### config.mk
export PLATFORM = sky130hd
export DESIGN_NAME = pipe_ctrl_flat
export DESIGN_NICKNAME = d
export VERILOG_FILES = /design/src/rtl/pipe_ctrl_pkg.sv /design/src/rtl/pipe_ctrl_if.sv /design/src/rtl/pipe_ctrl_stall_watchdog.sv /design/src/rtl/pipe_ctrl.sv /design/src/flat_wrapper.sv
export SDC_FILE = /design/constraint.sdc
export NUM_CORES = 1
export LEC_CHECK = 0
export ABC_AREA = 0
export ABC_CLOCK_PERIOD_IN_PS = 1760
export BUFFER_PORTS_ARGS = -buffer_cell sky130_fd_sc_hd__buf_4
export CORE_MARGIN = 1
export CORE_UTILIZATION = 40
export CTS_BUF_LIST = sky130_fd_sc_hd__clkbuf_8
export DETAILED_ROUTE_END_ITERATION = 10
export GPL_ROUTABILITY_DRIVEN = 0
export MAX_ROUTING_LAYER = met4
export PLACE_DENSITY = 0.87
export SLEW_MARGIN = 20
export SYNTH_ARGS = -nofsm -noshare
export SYNTH_HDL_FRONTEND = slang
export SYNTH_SLANG_ARGS = --single-unit
export TNS_END_PERCENT = 30
### constraint.sdc
create_clock -name clk -period 1.76 [get_ports clk]
set_input_delay 0 -clock clk [delete_from_list [all_inputs] [get_ports clk]]
set_output_delay 0 -clock clk [all_outputs]
set_load 0.05 [all_outputs]
### src/rtl/pipe_ctrl_pkg.sv
// pipe_ctrl_pkg: shared constants for the pipeline sequencer.
// Stall bit indices, stall vector codes, FSM state encoding and the
// reset polarity. Optional feature macro: PIPE_CTRL_PERF_EN.
package pipe_ctrl_pkg;

    // stall_o bit positions, one per pipeline register
    localparam int STALL_PC  = 0;
    localparam int STALL_IF  = 1;
    localparam int STALL_ID  = 2;
    localparam int STALL_EX  = 3;
    localparam int STALL_MEM = 4;
    localparam int STALL_WB  = 5;

    // Stall vector codes: each request holds its own stage and everything upstream
    localparam logic [5:0] STALL_CODE_NONE = 6'b000000;
    localparam logic [5:0] STALL_CODE_ID   = 6'b000111;
    localparam logic [5:0] STALL_CODE_EX   = 6'b001111;
    localparam logic [5:0] STALL_CODE_MEM  = 6'b011111;

    // Reset level of the core reset
    localparam logic RST_ENABLE = 1'b1;

    typedef enum logic [1:0] {
        PCTRL_RUN   = 2'b00,
        PCTRL_STALL = 2'b01,
        PCTRL_FLUSH = 2'b10
    } pctrl_state_e;

    // Merge the three stall requests, deepest stage wins
    function automatic logic [5:0] stall_code(input logic mem, input logic ex, input logic id);
        logic [5:0] code;
        if (mem) begin
            code = STALL_CODE_MEM;
        end else if (ex) begin
            code = STALL_CODE_EX;
        end else if (id) begin
            code = STALL_CODE_ID;
        end else begin
            code = STALL_CODE_NONE;
        end
        return code;
    endfunction

endpackage

### src/rtl/pipe_ctrl_if.sv
// pipe_ctrl_if: stall/flush handshake between the pipeline stages and pipe_ctrl.
// master = pipeline side (raises requests), slave = pipe_ctrl (drives controls).
interface pipe_ctrl_if;
    logic        stallreq_id;
    logic        stallreq_ex;
    logic        stallreq_mem;
    logic        flush_req;
    logic [31:0] flush_pc;
    logic [5:0]  stall_o;
    logic        flush_o;
    logic [31:0] new_pc_o;

    modport master (
        output stallreq_id, stallreq_ex, stallreq_mem, flush_req, flush_pc,
        input  stall_o, flush_o, new_pc_o
    );

    modport slave (
        input  stallreq_id, stallreq_ex, stallreq_mem, flush_req, flush_pc,
        output stall_o, flush_o, new_pc_o
    );
endinterface

### src/rtl/pipe_ctrl_stall_watchdog.sv
// stall_watchdog: counts consecutive stalled cycles and flags a hit when the
// stall has lasted STALL_TIMEOUT cycles with a request still present.
module stall_watchdog #(
    parameter int STALL_TIMEOUT = 1024
) (
    input  logic clk,
    input  logic rst,
    input  logic i_stall_active,
    output logic o_hit
);
    localparam int CW = (STALL_TIMEOUT > 1) ? $clog2(STALL_TIMEOUT) : 1;
    localparam logic [CW-1:0] CNT_LAST = CW'(STALL_TIMEOUT - 1);

    logic [CW-1:0] r_cnt;
    logic          w_hit;

    // Hit when the final allowed stalled cycle is still stalled at the edge
    always_comb begin
        w_hit = 1'b0;
        if (i_stall_active && (r_cnt == CNT_LAST)) begin
            w_hit = 1'b1;
        end else begin
            w_hit = 1'b0;
        end
    end

    // Consecutive-stall counter; any unstalled cycle or a hit restarts it
    always_ff @(posedge clk) begin
        if (rst) begin
            r_cnt <= {CW{1'b0}};
        end else if (!i_stall_active || w_hit) begin
            r_cnt <= {CW{1'b0}};
        end else begin
            r_cnt <= r_cnt + {{(CW-1){1'b0}}, 1'b1};
        end
    end

    assign o_hit = w_hit;

endmodule

### src/rtl/pipe_ctrl.sv
// pipe_ctrl: pipeline sequencer for the 5-stage core. Merges stall requests
// into a per-stage stall vector, sequences flushes that redirect fetch, and
// turns a stuck stall into a trap flush via stall_watchdog.
// Optional macro PIPE_CTRL_PERF_EN builds the stall-cycle / flush perf counters;
// without it both counter outputs are tied to zero.
module pipe_ctrl
    import pipe_ctrl_pkg::*;
#(
    parameter int          FLUSH_CYCLES  = 1,
    parameter int          STALL_TIMEOUT = 1024,
    parameter logic [31:0] TRAP_VECTOR   = 32'h00000100
) (
    input  logic              clk,
    input  logic              rst,
    pipe_ctrl_if.slave        bus,
    output logic              err_timeout_o,
    output logic [31:0]       stall_cycles_o,
    output logic [31:0]       flush_count_o
);
    localparam logic [2:0] FLUSH_LAST = 3'(FLUSH_CYCLES - 1);

    pctrl_state_e r_state;
    logic [2:0]   r_fcnt;
    logic         r_flush;
    logic [31:0]  r_new_pc;
    logic         r_err;

    logic [5:0]   w_stall;
    logic         w_stall_active;
    logic         w_any_req;
    logic         w_wd_hit;
    logic         w_flush_enter;

    assign w_any_req = bus.stallreq_id | bus.stallreq_ex | bus.stallreq_mem;

    // Stall vector: a flush (requested or in progress) or reset overrides any stall
    always_comb begin
        w_stall = STALL_CODE_NONE;
        if ((rst == RST_ENABLE) || bus.flush_req || (r_state == PCTRL_FLUSH)) begin
            w_stall = STALL_CODE_NONE;
        end else begin
            w_stall = stall_code(bus.stallreq_mem, bus.stallreq_ex, bus.stallreq_id);
        end
    end

    assign w_stall_active = (w_stall != STALL_CODE_NONE);

    stall_watchdog #(
        .STALL_TIMEOUT (STALL_TIMEOUT)
    ) u_watchdog (
        .clk            (clk),
        .rst            (rst),
        .i_stall_active (w_stall_active),
        .o_hit          (w_wd_hit)
    );

    // FLUSH entry this edge, from a redirect request or a watchdog hit while stalled
    always_comb begin
        w_flush_enter = 1'b0;
        if (r_state == PCTRL_FLUSH) begin
            w_flush_enter = 1'b0;
        end else if (bus.flush_req) begin
            w_flush_enter = 1'b1;
        end else if ((r_state == PCTRL_STALL) && w_wd_hit) begin
            w_flush_enter = 1'b1;
        end else begin
            w_flush_enter = 1'b0;
        end
    end

    // Sequencer FSM with registered flush controls and sticky timeout flag
    always_ff @(posedge clk) begin
        if (rst == RST_ENABLE) begin
            r_state  <= PCTRL_RUN;
            r_fcnt   <= 3'd0;
            r_flush  <= 1'b0;
            r_new_pc <= 32'h0000_0000;
            r_err    <= 1'b0;
        end else begin
            case (r_state)
                PCTRL_RUN: begin
                    if (bus.flush_req) begin
                        r_state  <= PCTRL_FLUSH;
                        r_fcnt   <= 3'd0;
                        r_flush  <= 1'b1;
                        r_new_pc <= bus.flush_pc;
                    end else if (w_any_req) begin
                        r_state <= PCTRL_STALL;
                    end else begin
                        r_state <= PCTRL_RUN;
                    end
                end
                PCTRL_STALL: begin
                    if (bus.flush_req) begin
                        // a real redirect outranks the watchdog and leaves the error flag alone
                        r_state  <= PCTRL_FLUSH;
                        r_fcnt   <= 3'd0;
                        r_flush  <= 1'b1;
                        r_new_pc <= bus.flush_pc;
                    end else if (w_wd_hit) begin
                        r_state  <= PCTRL_FLUSH;
                        r_fcnt   <= 3'd0;
                        r_flush  <= 1'b1;
                        r_new_pc <= TRAP_VECTOR;
                        r_err    <= 1'b1;
                    end else if (!w_any_req) begin
                        r_state <= PCTRL_RUN;
                    end else begin
                        r_state <= PCTRL_STALL;
                    end
                end
                PCTRL_FLUSH: begin
                    if (r_fcnt == FLUSH_LAST) begin
                        r_state <= PCTRL_RUN;
                        r_fcnt  <= 3'd0;
                        r_flush <= 1'b0;
                    end else begin
                        r_fcnt <= r_fcnt + 3'd1;
                    end
                end
                default: begin
                    r_state <= PCTRL_RUN;
                    r_fcnt  <= 3'd0;
                    r_flush <= 1'b0;
                end
            endcase
        end
    end

    assign bus.stall_o  = w_stall;
    assign bus.flush_o  = r_flush;
    assign bus.new_pc_o = r_new_pc;
    assign err_timeout_o = r_err;

`ifdef PIPE_CTRL_PERF_EN
    logic [31:0] r_stall_cycles;
    logic [31:0] r_flush_count;

    // Perf counters: stalled cycles and flush entries, wrapping silently
    always_ff @(posedge clk) begin
        if (rst == RST_ENABLE) begin
            r_stall_cycles <= 32'h0000_0000;
            r_flush_count  <= 32'h0000_0000;
        end else begin
            if (w_stall_active) begin
                r_stall_cycles <= r_stall_cycles + 32'd1;
            end else begin
                r_stall_cycles <= r_stall_cycles;
            end
            if (w_flush_enter) begin
                r_flush_count <= r_flush_count + 32'd1;
            end else begin
                r_flush_count <= r_flush_count;
            end
        end
    end

    assign stall_cycles_o = r_stall_cycles;
    assign flush_count_o  = r_flush_count;
`else
    assign stall_cycles_o = 32'h0000_0000;
    assign flush_count_o  = 32'h0000_0000;
`endif

endmodule

### src/flat_wrapper.sv
// flat-port wrapper written by rule: the top's interface ports become plain ports
module pipe_ctrl_flat import pipe_ctrl_pkg::*;
#(
    parameter int          FLUSH_CYCLES  = 1,
    parameter int          STALL_TIMEOUT = 1024,
    parameter logic [31:0] TRAP_VECTOR   = 32'h00000100
)
  (clk, rst, err_timeout_o, stall_cycles_o, flush_count_o, bus_stallreq_id, bus_stallreq_ex, bus_stallreq_mem, bus_flush_req, bus_flush_pc, bus_stall_o, bus_flush_o, bus_new_pc_o);
  pipe_ctrl_if bus_i ();
  input  logic clk;
  input  logic rst;
  output logic err_timeout_o;
  output logic [31:0] stall_cycles_o;
  output logic [31:0] flush_count_o;
  input wire logic [$bits(bus_i.stallreq_id)-1:0] bus_stallreq_id;
  input wire logic [$bits(bus_i.stallreq_ex)-1:0] bus_stallreq_ex;
  input wire logic [$bits(bus_i.stallreq_mem)-1:0] bus_stallreq_mem;
  input wire logic [$bits(bus_i.flush_req)-1:0] bus_flush_req;
  input wire logic [$bits(bus_i.flush_pc)-1:0] bus_flush_pc;
  output wire logic [$bits(bus_i.stall_o)-1:0] bus_stall_o;
  output wire logic [$bits(bus_i.flush_o)-1:0] bus_flush_o;
  output wire logic [$bits(bus_i.new_pc_o)-1:0] bus_new_pc_o;
  assign bus_i.stallreq_id = bus_stallreq_id;
  assign bus_i.stallreq_ex = bus_stallreq_ex;
  assign bus_i.stallreq_mem = bus_stallreq_mem;
  assign bus_i.flush_req = bus_flush_req;
  assign bus_i.flush_pc = bus_flush_pc;
  assign bus_stall_o = bus_i.stall_o;
  assign bus_flush_o = bus_i.flush_o;
  assign bus_new_pc_o = bus_i.new_pc_o;
  pipe_ctrl #(.FLUSH_CYCLES(FLUSH_CYCLES), .STALL_TIMEOUT(STALL_TIMEOUT), .TRAP_VECTOR(TRAP_VECTOR)) u_core (.clk(clk), .rst(rst), .bus(bus_i), .err_timeout_o(err_timeout_o), .stall_cycles_o(stall_cycles_o), .flush_count_o(flush_count_o));
endmodule
Yosys cells after proc, flatten, opt, wreduce, memory -nomap -nowiden:

Cells that the tools add are included.

* add/subtract/negate cells: 2
* equality and inequality tests: 6
* muxes and demuxes: 25
* bitwise operators: 3
* reductions and logical operators: 14

Operator list (count)
* 32-bit 2-to-1 mux: 3
* 32-bit case mux with 2 select lines: 1
* 6-bit 2-to-1 mux: 3
* 3-bit 2-to-1 mux: 5
* 10-bit by 1-bit adder with 10-bit output, second input constant: 1
* 10-bit == test, second input constant: 1
* 3-bit case mux with 3 select lines: 1
* 3-bit AND reduction: 3
* 2-bit 2-to-1 mux: 4
* 1-bit 2-to-1 mux: 6
* 2-bit case mux with 3 select lines: 1
* 6-bit nonzero test: 1
* 2-bit != test, second input constant: 2
* 3-bit by 1-bit adder with 3-bit output, second input constant: 1
* 3-bit zero test: 1
* 1-bit logical OR: 3
* 3-bit != test, second input constant: 1
* 1-bit case mux with 3 select lines: 1
* 2-bit by 1-bit == test with 1-bit output, second input constant: 1
* 2-bit == test, second input constant: 1
* 2-bit zero test: 1
* 1-bit bitwise OR: 2
* 2-bit AND reduction: 1
* 2-bit nonzero test: 1
* other kinds (4): 4

* register bits: 49
* output and inout bits: 104
* logic and storage cells: 56

Longest topological paths before layout:

Gate-level depths: netlist of the first run.

* depth after elaboration: 10
* depth in mapped cells: 6
* mapped depth without buffers: 6

Modules after synthesis:

Synthesis of the first run repeated with hierarchy kept, for this count alone.

* cell total of the unflattened synthesis: 238
* area, all modules: 2324.7 sq um

Modules (own cells, without submodules)
* pipe_ctrl: instances 1, cells an instance 187, area each 1868.0 sq um, seq. area each 780.7 sq um
* stall_watchdog: instances 1, cells an instance 51, area each 456.7 sq um, seq. area each 200.2 sq um

Worst setup path before layout of the first run:

No wires, ideal clock.

* kind: reg-to-reg
* start: register u_core.u_watchdog.r_cnt[0]
* end: register u_core.r_new_pc[0] (netlist: u_core.bus.new_pc_o[0])
* setup time: 117 ps
* arrival time: 1500 ps
* required time: 1643 ps
* setup slack: 143 ps
* stages on the path, launching flop included: 7
* buffers on the path: 1
* clock period less this slack: 1617 ps
* cells stage by stage: dfxtp_1 -> ha_1 -> nand3_1 -> o41ai_2 -> nand2_2 -> buf_6 -> a22o_1

* cells in the longest elaborated chain, start to end: 5

RTL lines
* start, declared: RTL line pipe_ctrl_stall_watchdog.sv:14 `logic [CW-1:0] r_cnt;`
* start signal, assigned: RTL line pipe_ctrl_stall_watchdog.sv:30 `r_cnt <= {CW{1'b0}};`
* start signal, assigned: RTL line pipe_ctrl_stall_watchdog.sv:32 `r_cnt <= {CW{1'b0}};`
* start signal, assigned: RTL line pipe_ctrl_stall_watchdog.sv:34 `r_cnt <= r_cnt + {{(CW-1){1'b0}}, 1'b1};`
* 10-bit == test: RTL line pipe_ctrl_stall_watchdog.sv:20 `if (i_stall_active && (r_cnt == CNT_LAST)) begin`
* 1-bit logical AND: RTL line pipe_ctrl_stall_watchdog.sv:20
* 1-bit 2-to-1 mux: RTL line pipe_ctrl_stall_watchdog.sv:20
* 3-bit != test (no line)
* 3-bit AND reduction (no line)
* end signal, assigned: RTL line pipe_ctrl.sv:86 `r_new_pc <= bus.flush_pc;`
* end signal, assigned: RTL line pipe_ctrl.sv:99 `r_new_pc <= bus.flush_pc;`
* end, declared: RTL line pipe_ctrl.sv:25 `logic [31:0] r_new_pc;`

No other way between the ends.
A chain may end at the register's enable or synchronous reset.

Worst setup path after layout of the first run:

* start: register u_core.u_watchdog.r_cnt[1]
* end: register u_core.r_new_pc[24] (netlist: u_core.bus.new_pc_o[24])

Same word-level chain as after synthesis.

==> reports/metrics.yaml, run 1 <==
power:
  p_sw_uw: 1027
  p_per_area_nw_per_um2: 864.3
  pwr-share-comb_pct: 31.6
  ir_drop_v: 0.0005974
  seqPwrFrac_pct: 44.5
  p_sw_share_pct: 38.09
  p_leak_uw: 0.001494
  internal_power_uw: 1669
  clockPowerShare_pct: 23.9
routing:
  wl_per_cell_um: 12.42
  drt_iter0_drc: 59
  drc: 0
  drt-vias-per-instance: 4.505
  finalWirelength_um: 5193
  num_vias: 1883
  antenna_left: 0
  first_pass_iters: 5
floorplanning:
  die-area_um2: 6031
  start_util_pct: 41.58
  die_w_um: 77.66
  coreArea_um2: 5507
  die_h_um: 77.66
  io_pins: 142
  rows: 27
logic_synthesis:
  yosysUniqueCellTypes: 36
  synthFlopType: "dfxtp_1"
  synth_edf_count: 0
  async_reset_ff_share_pct: 0
  ys_seq_elements: 49
  synth.yosys.seq_area_share_pct: 42.84
  synth_warnings: 0
  synthesis.area_um2: 2290
  syn_avg_cell_area_um2: 9.785
  syn-instance-count: 234
global_route:
  antenna_found_initial: 0
  grt_max_degree: 32
  track_usage_pct: 16.96
  grt_pass1_vias: 1702
  grt_overflow: 0
  grt_pass1_wl_um: 7824
outcome:
  outcome: "complete, no violations"
critical_path:
  crit_fanout: 31
  criticalPathCategory: "reg2reg"
  required_ns: 1.95
  critPathLaunchType: "flop"
  worstPathArrival_ns: 1.90
  cp-end-kind: "flop"
  rrSetupSlack_ns: 0.06
cells_and_area:
  n_fill_cell: 473
  final_cell_count_no_fill: 418
  synthToLayoutAreaGrowth_pct: 36.23
  nets: 386
  final_layout_size_suffix_gt1_share_pct: 28.03
  diodes: 0
clocking:
  clock_path_buffers: 2
  cts_sinks: 49
  cts_root_buf: "clkbuf_8"
  tritoncts: "done"
  post-cts-setup-buffers: 0
  path_clk_slew_ns: 0.09
  cts.htree.levels: 2
  clock_latency_ns: 0.29
  numCtsBuffers: 5
sta:
  fmax_mhz: 586.9
  setup_viol: 0
  fin_crit_sh_pct: 96.81
  hold_violations: 0
  fin_skew_ns: 0.007267
  fin_hold_ws_ns: 0.03599
  min_period_ns: 1.704
  maxSlewViolCount: 0
min_path:
  min_path_type: "in2reg"
placement:
  dpl.cell_count: 376
  hpwl_um: 3181
  port_buffers: 76
job:
  maxCapViolCount: 0
-- Yosys cell counts (3+ instances only) --
cell      instances  area, um2
buf_6             3      33.78
inv_1             5      18.77
clkbuf_1          3      11.26
nor3_1            6      30.03
xor2_1            6      52.55
nand2_1           5      18.77
a22o_1           30      262.8
nand3_1           5      25.02
o21ai_0           5      25.02
nand2b_1          3      18.77
nor2_1           16      60.06
nand4_1           3      18.77
dfxtp_1          49      980.9
buf_4            67      503.0
ha_1              3      37.54
-- state kept, by name, summed over array words and instances (netlist names) --
signal,count
u_core.bus.new_pc_o,32
u_core.err_timeout_o,1
u_core.u_watchdog.r_cnt,10
u_core.r_state,2
u_core.r_fcnt,3
u_core.bus.flush_o,1
-- metrics by stage --
step | utilization (%) | total power [uW] | setup TNS [ns] | instance area (um2) | setup slack [ns]
6_report | 56.65 | 2696 | 0 | 3119 | 0.05620
5_1_grt | 56.65 | 2812 | -0.2649 | 3119 | -0.02940
4_1_cts | 56.53 | 2714 | 0 | 3113 | 0.04070
2_1_floorplan | - | 1940 | 0 | 2530 | 0.1433
3_3_place_gp | 48.76 | 1996 | 0 | 2685 | 0.1737
3_5_place_dp | 48.76 | 2006 | 0 | 2685 | 0.1211
-- logic make-up (layout without fill, tap and decap cells) --
| group | Yosys count | after routing | share of synthesized area, % |
|---|---|---|---|
| buffers and inverters | 80 | 128 | 25.08 |
| DFF | 49 | 49 | 42.84 |
| other | 1 | 65 | 0.1638 |
| AOI/OAI and AO/OA | 40 | 40 | 14.70 |
| muxes | 2 | 2 | 0.8744 |
| xor gates and xnor gates | 8 | 8 | 3.060 |
| and+or+nand+nor | 51 | 51 | 11.64 |
| adders and majority gates | 3 | 3 | 1.640 |
-- path summary, 6_finish.rpt --
check,start,end,depth (start not counted)
hold / removal,bus_flush_req,u_core.bus.flush_o,3
hold reg to reg,u_core.bus.new_pc_o[6],u_core.bus.new_pc_o[6],1
setup reg to reg,u_core.u_watchdog.r_cnt[1],u_core.bus.new_pc_o[24],6
setup / recovery,u_core.u_watchdog.r_cnt[1],u_core.bus.new_pc_o[24],6
-- layout by cell type (no fill, tap or decap), types with 2 or more instances in the layout --
cell            n
a22o_1         30
buf_4          80
clkbuf_8        5
clkinvlp_4      2
conb_1         65
dfxtp_1        48
dlygate4sd3_1  34
ha_1            2
inv_1           6
mux2i_1         2
nand2_1         5
nand2b_1        3
nand3_1         5
nand4_1         3
nor2_1         16
nor2b_1         2
nor3_1          6
o21ai_0         5
xnor2_1         2
xor2_1          6
-- critical path: stages, from the launching register on --
cell	delay (ns)
dfxtp_4	0.38
ha_2	0.19
nand3_1	0.12
o41ai_2	0.40
nand2_2	0.11
buf_12	0.18
a22o_2	0.22
-- final cells by class --
class / instances / area, um2 / area share, %
clock inverter: 3 / 18.77 / 0.6017
multi-input combinational: 169 / 977.2 / 31.33
clock buffer: 5 / 68.82 / 2.206
inverter: 5 / 18.77 / 0.6017
tap: 72 / 90.09 / 2.888
sequential: 49 / 984.7 / 31.57
timing repair buffer: 115 / 960.9 / 30.81
-- power by group through the flow --
stage / registers [uW] / clock network (uW) / logic, uW
after global placement: 1220 / 0 / 773
after detailed placement: 1220 / 0 / 783
final: 1200 / 643 / 853
after CTS: 1200 / 671 / 845
after global routing: 1210 / 721 / 884
after floorplan: 1400 / 0 / 542
-- layer usage --
layer  track usage (%)  vias to the layer above  routed length (um)  share of wire [%]
met5                 -                        -                   0                  0
met1             17.01                      872                1960                 38
met3             3.765                       18                 324                6.2
met2             30.71                      100                2735                 53
met4             8.679                        0                 172                3.3
li1                  -                      893                   -                  -
-- what timing repair did --
item | in CTS | in global routing
hold endpoints to repair | 34 | 0
resized for setup | 0 | 3
hold buffers | 34 | 0
endpoints found under the setup margin | 0 | 30
(Power assumes the default switching activity.)
==> inputs of run 2 (changes only) <==
Settings changed: CELL_PAD_IN_SITES_DETAIL_PLACEMENT from default to 0, CELL_PAD_IN_SITES_GLOBAL_PLACEMENT from default to 1, CORE_UTILIZATION 40 to 31, PLACE_DENSITY 0.87 to 0.93.
==> reports/metrics.yaml, run 2 (same netlist as run 1, synthesis figures left out) <==
global_route:
  grt_max_degree: 20  # was 32
  grt_pass1_vias: 1691  # was 1702
  track_usage_pct: 13.59  # was 16.96%
  grt-busiest-layer: "met2"  # unchanged
  use_met1_pct: 13.78  # was 17.01%
  met3_usage_pct: 3.676  # was 3.765%
  grt_overflow: 0  # unchanged
  antenna_found_initial: 0  # unchanged
  grt.met2_usage_pct: 24.31  # was 30.71%
  grt_pass1_wl_um: 7707  # was 7824 um
clocking:
  post-cts-setup-buffers: 0  # unchanged
  tritoncts: "done"  # unchanged
  cts_root_buf: "clkbuf_8"  # unchanged
  cts_sinks: 49  # unchanged
  clock_path_buffers: 2  # unchanged
  path_clk_slew_ns: 0.08  # was 0.09 ns
  numCtsBuffers: 5  # unchanged
  clock_latency_ns: 0.29  # about the same
  cts.htree.levels: 2  # unchanged
routing:
  first_pass_iters: 4  # was 5
  antenna_left: 0  # unchanged
  drt_iter0_drc: 38  # was 59
  num_vias: 1864  # was 1883
  wl_per_cell_um: 11.89  # was 12.42 um
  drc: 0  # unchanged
  drt-vias-per-instance: 4.179  # was 4.505
  finalWirelength_um: 5304  # was 5193 um
cells_and_area:
  final_common_cell: "buf_4"  # unchanged
  synthToLayoutAreaGrowth_pct: 39.78  # was 36.23%
  final_cell_mix: "85 x buf_4, 65 x conb_1, 49 x dfxtp_1"  # was 80 x buf_4, 65 x conb_1, 48 x dfxtp_1
  largest_register_ffs: 32  # unchanged
  diodes: 0  # unchanged
  nets: 390  # was 386
  final_layout_size_suffix_gt1_share_pct: 28.86  # was 28.03%
  final_area_um2: 3201  # was 3119 um2
sta:
  fmax_mhz: 618.0  # was 586.9 MHz
  setup_viol: 0  # unchanged
  rsz0062_at_grt: "no"
  layout_setup_ws_ns: 0.1419  # was 0.05620 ns
  fin_skew_ns: 0.007500  # was 0.007267 ns
  maxSlewViolCount: 0  # unchanged
  fin_crit_sh_pct: 91.94  # was 96.81%
  fin_tns_setup_ns: 0  # unchanged
  min_period_ns: 1.618  # was 1.704 ns
  hold_violations: 0  # unchanged
placement:
  hpwl_um: 3543  # was 3181 um
  pre_cts_ws_ns: 0.1433  # was 0.1211 ns
  port_buffers: 76  # unchanged
  post_dp_cell_area_um2: 2733  # was 2685 um2
floorplanning:
  die_h_um: 87.94  # was 77.66 um
  io_pins: 142  # unchanged
  die-area_um2: 7733  # was 6031 um2
  rows: 30  # was 27
  die_w_um: 87.94  # was 77.66 um
  start_util_pct: 32.80  # was 41.58%
  coreArea_um2: 6982  # was 5507 um2
outcome:
  outcome: "complete, no violations"  # unchanged
power:
  ir_drop_v: 0.0004467  # was 0.0005974 V
  p_per_area_nw_per_um2: 891.1  # was 864.3 nW/um2
  p_leak_uw: 0.001535  # was 0.001494 uW
critical_path:
  cp-end-kind: "flop"  # unchanged
  worstPathArrival_ns: 1.81  # was 1.90 ns
  cp-startpoint: "u_core.u_watchdog.r_cnt[3]"  # was u_core.u_watchdog.r_cnt[1]
  critPathLaunchType: "flop"  # unchanged
  rr_startpoint: "u_core.u_watchdog.r_cnt[3]"  # was u_core.u_watchdog.r_cnt[1]
  criticalPathCategory: "reg2reg"  # unchanged
  crit_fanout: 19  # was 31
  required_ns: 1.95  # about the same
min_path:
  hold_start: "bus_flush_req"  # unchanged
  min_path_type: "in2reg"  # unchanged
job:
  maxCapViolCount: 0  # unchanged
[run 2: layer usage]
layer / vias to the layer above / share of wire, %
met4: 0 / 2.2
met5: - / 0
met3: 8 / 5.1
li1: 905 / -
met1: 872 / 39
met2: 79 / 53
[run 2: what timing repair did]
item,CTS,global route
endpoints found under the setup margin,0,3
hold buffers,34,0
endpoints found under the hold margin,34,0
gates resized for setup,0,2
[run 2: worst paths after layout]
check,slack (ns),depth (start not counted),endpoint
setup / recovery,0.14,5,u_core.bus.new_pc_o[24]
setup reg to reg,0.14,5,u_core.bus.new_pc_o[24]
hold / removal,0.03,3,u_core.bus.flush_o
hold reg to reg,0.48,1,u_core.bus.new_pc_o[26]
[run 2: final cells by class]
| class | instances | area [um2] |
|---|---|---|
| fillers | 661 | 3781 |
| well taps | 96 | 120.1 |
| flip-flops and latches | 49 | 980.9 |
| clock buffers | 6 | 82.58 |
| clock inverters | 2 | 33.78 |
| multi-input cells | 169 | 985.9 |
| repair buffers | 119 | 978.4 |
| inverters | 5 | 18.77 |
[run 2: power by group]
group	internal, uW	total [uW]	leakage (uW)	switching [uW]
combinational	232	853	0.00107	622
sequential	1160	1200	0.000401	34.8
clock	457	800	0.0000626	342
total	1850	2850	0.00154	999
[run 2: critical path, stage by stage, from the launching register on]
cell and delay [ns]:
dfxtp_1 0.42, nand4_2 0.18, o41ai_2 0.39, nand2_2 0.09
buf_4 0.22, a22o_2 0.22
[run 2: per-stage QoR]
step                hold slack (ns)  power, uW  utilization [%]  std cells
finish                      0.02697       2852            45.84        446
global route                0.03089       2974            45.84        446
CTS                         0.01920       2867            45.68        446
detailed placement           0.2173       2009            39.14        404
global placement             0.2114       2003            39.14        404
floorplan                   0.07238       1940                -        298
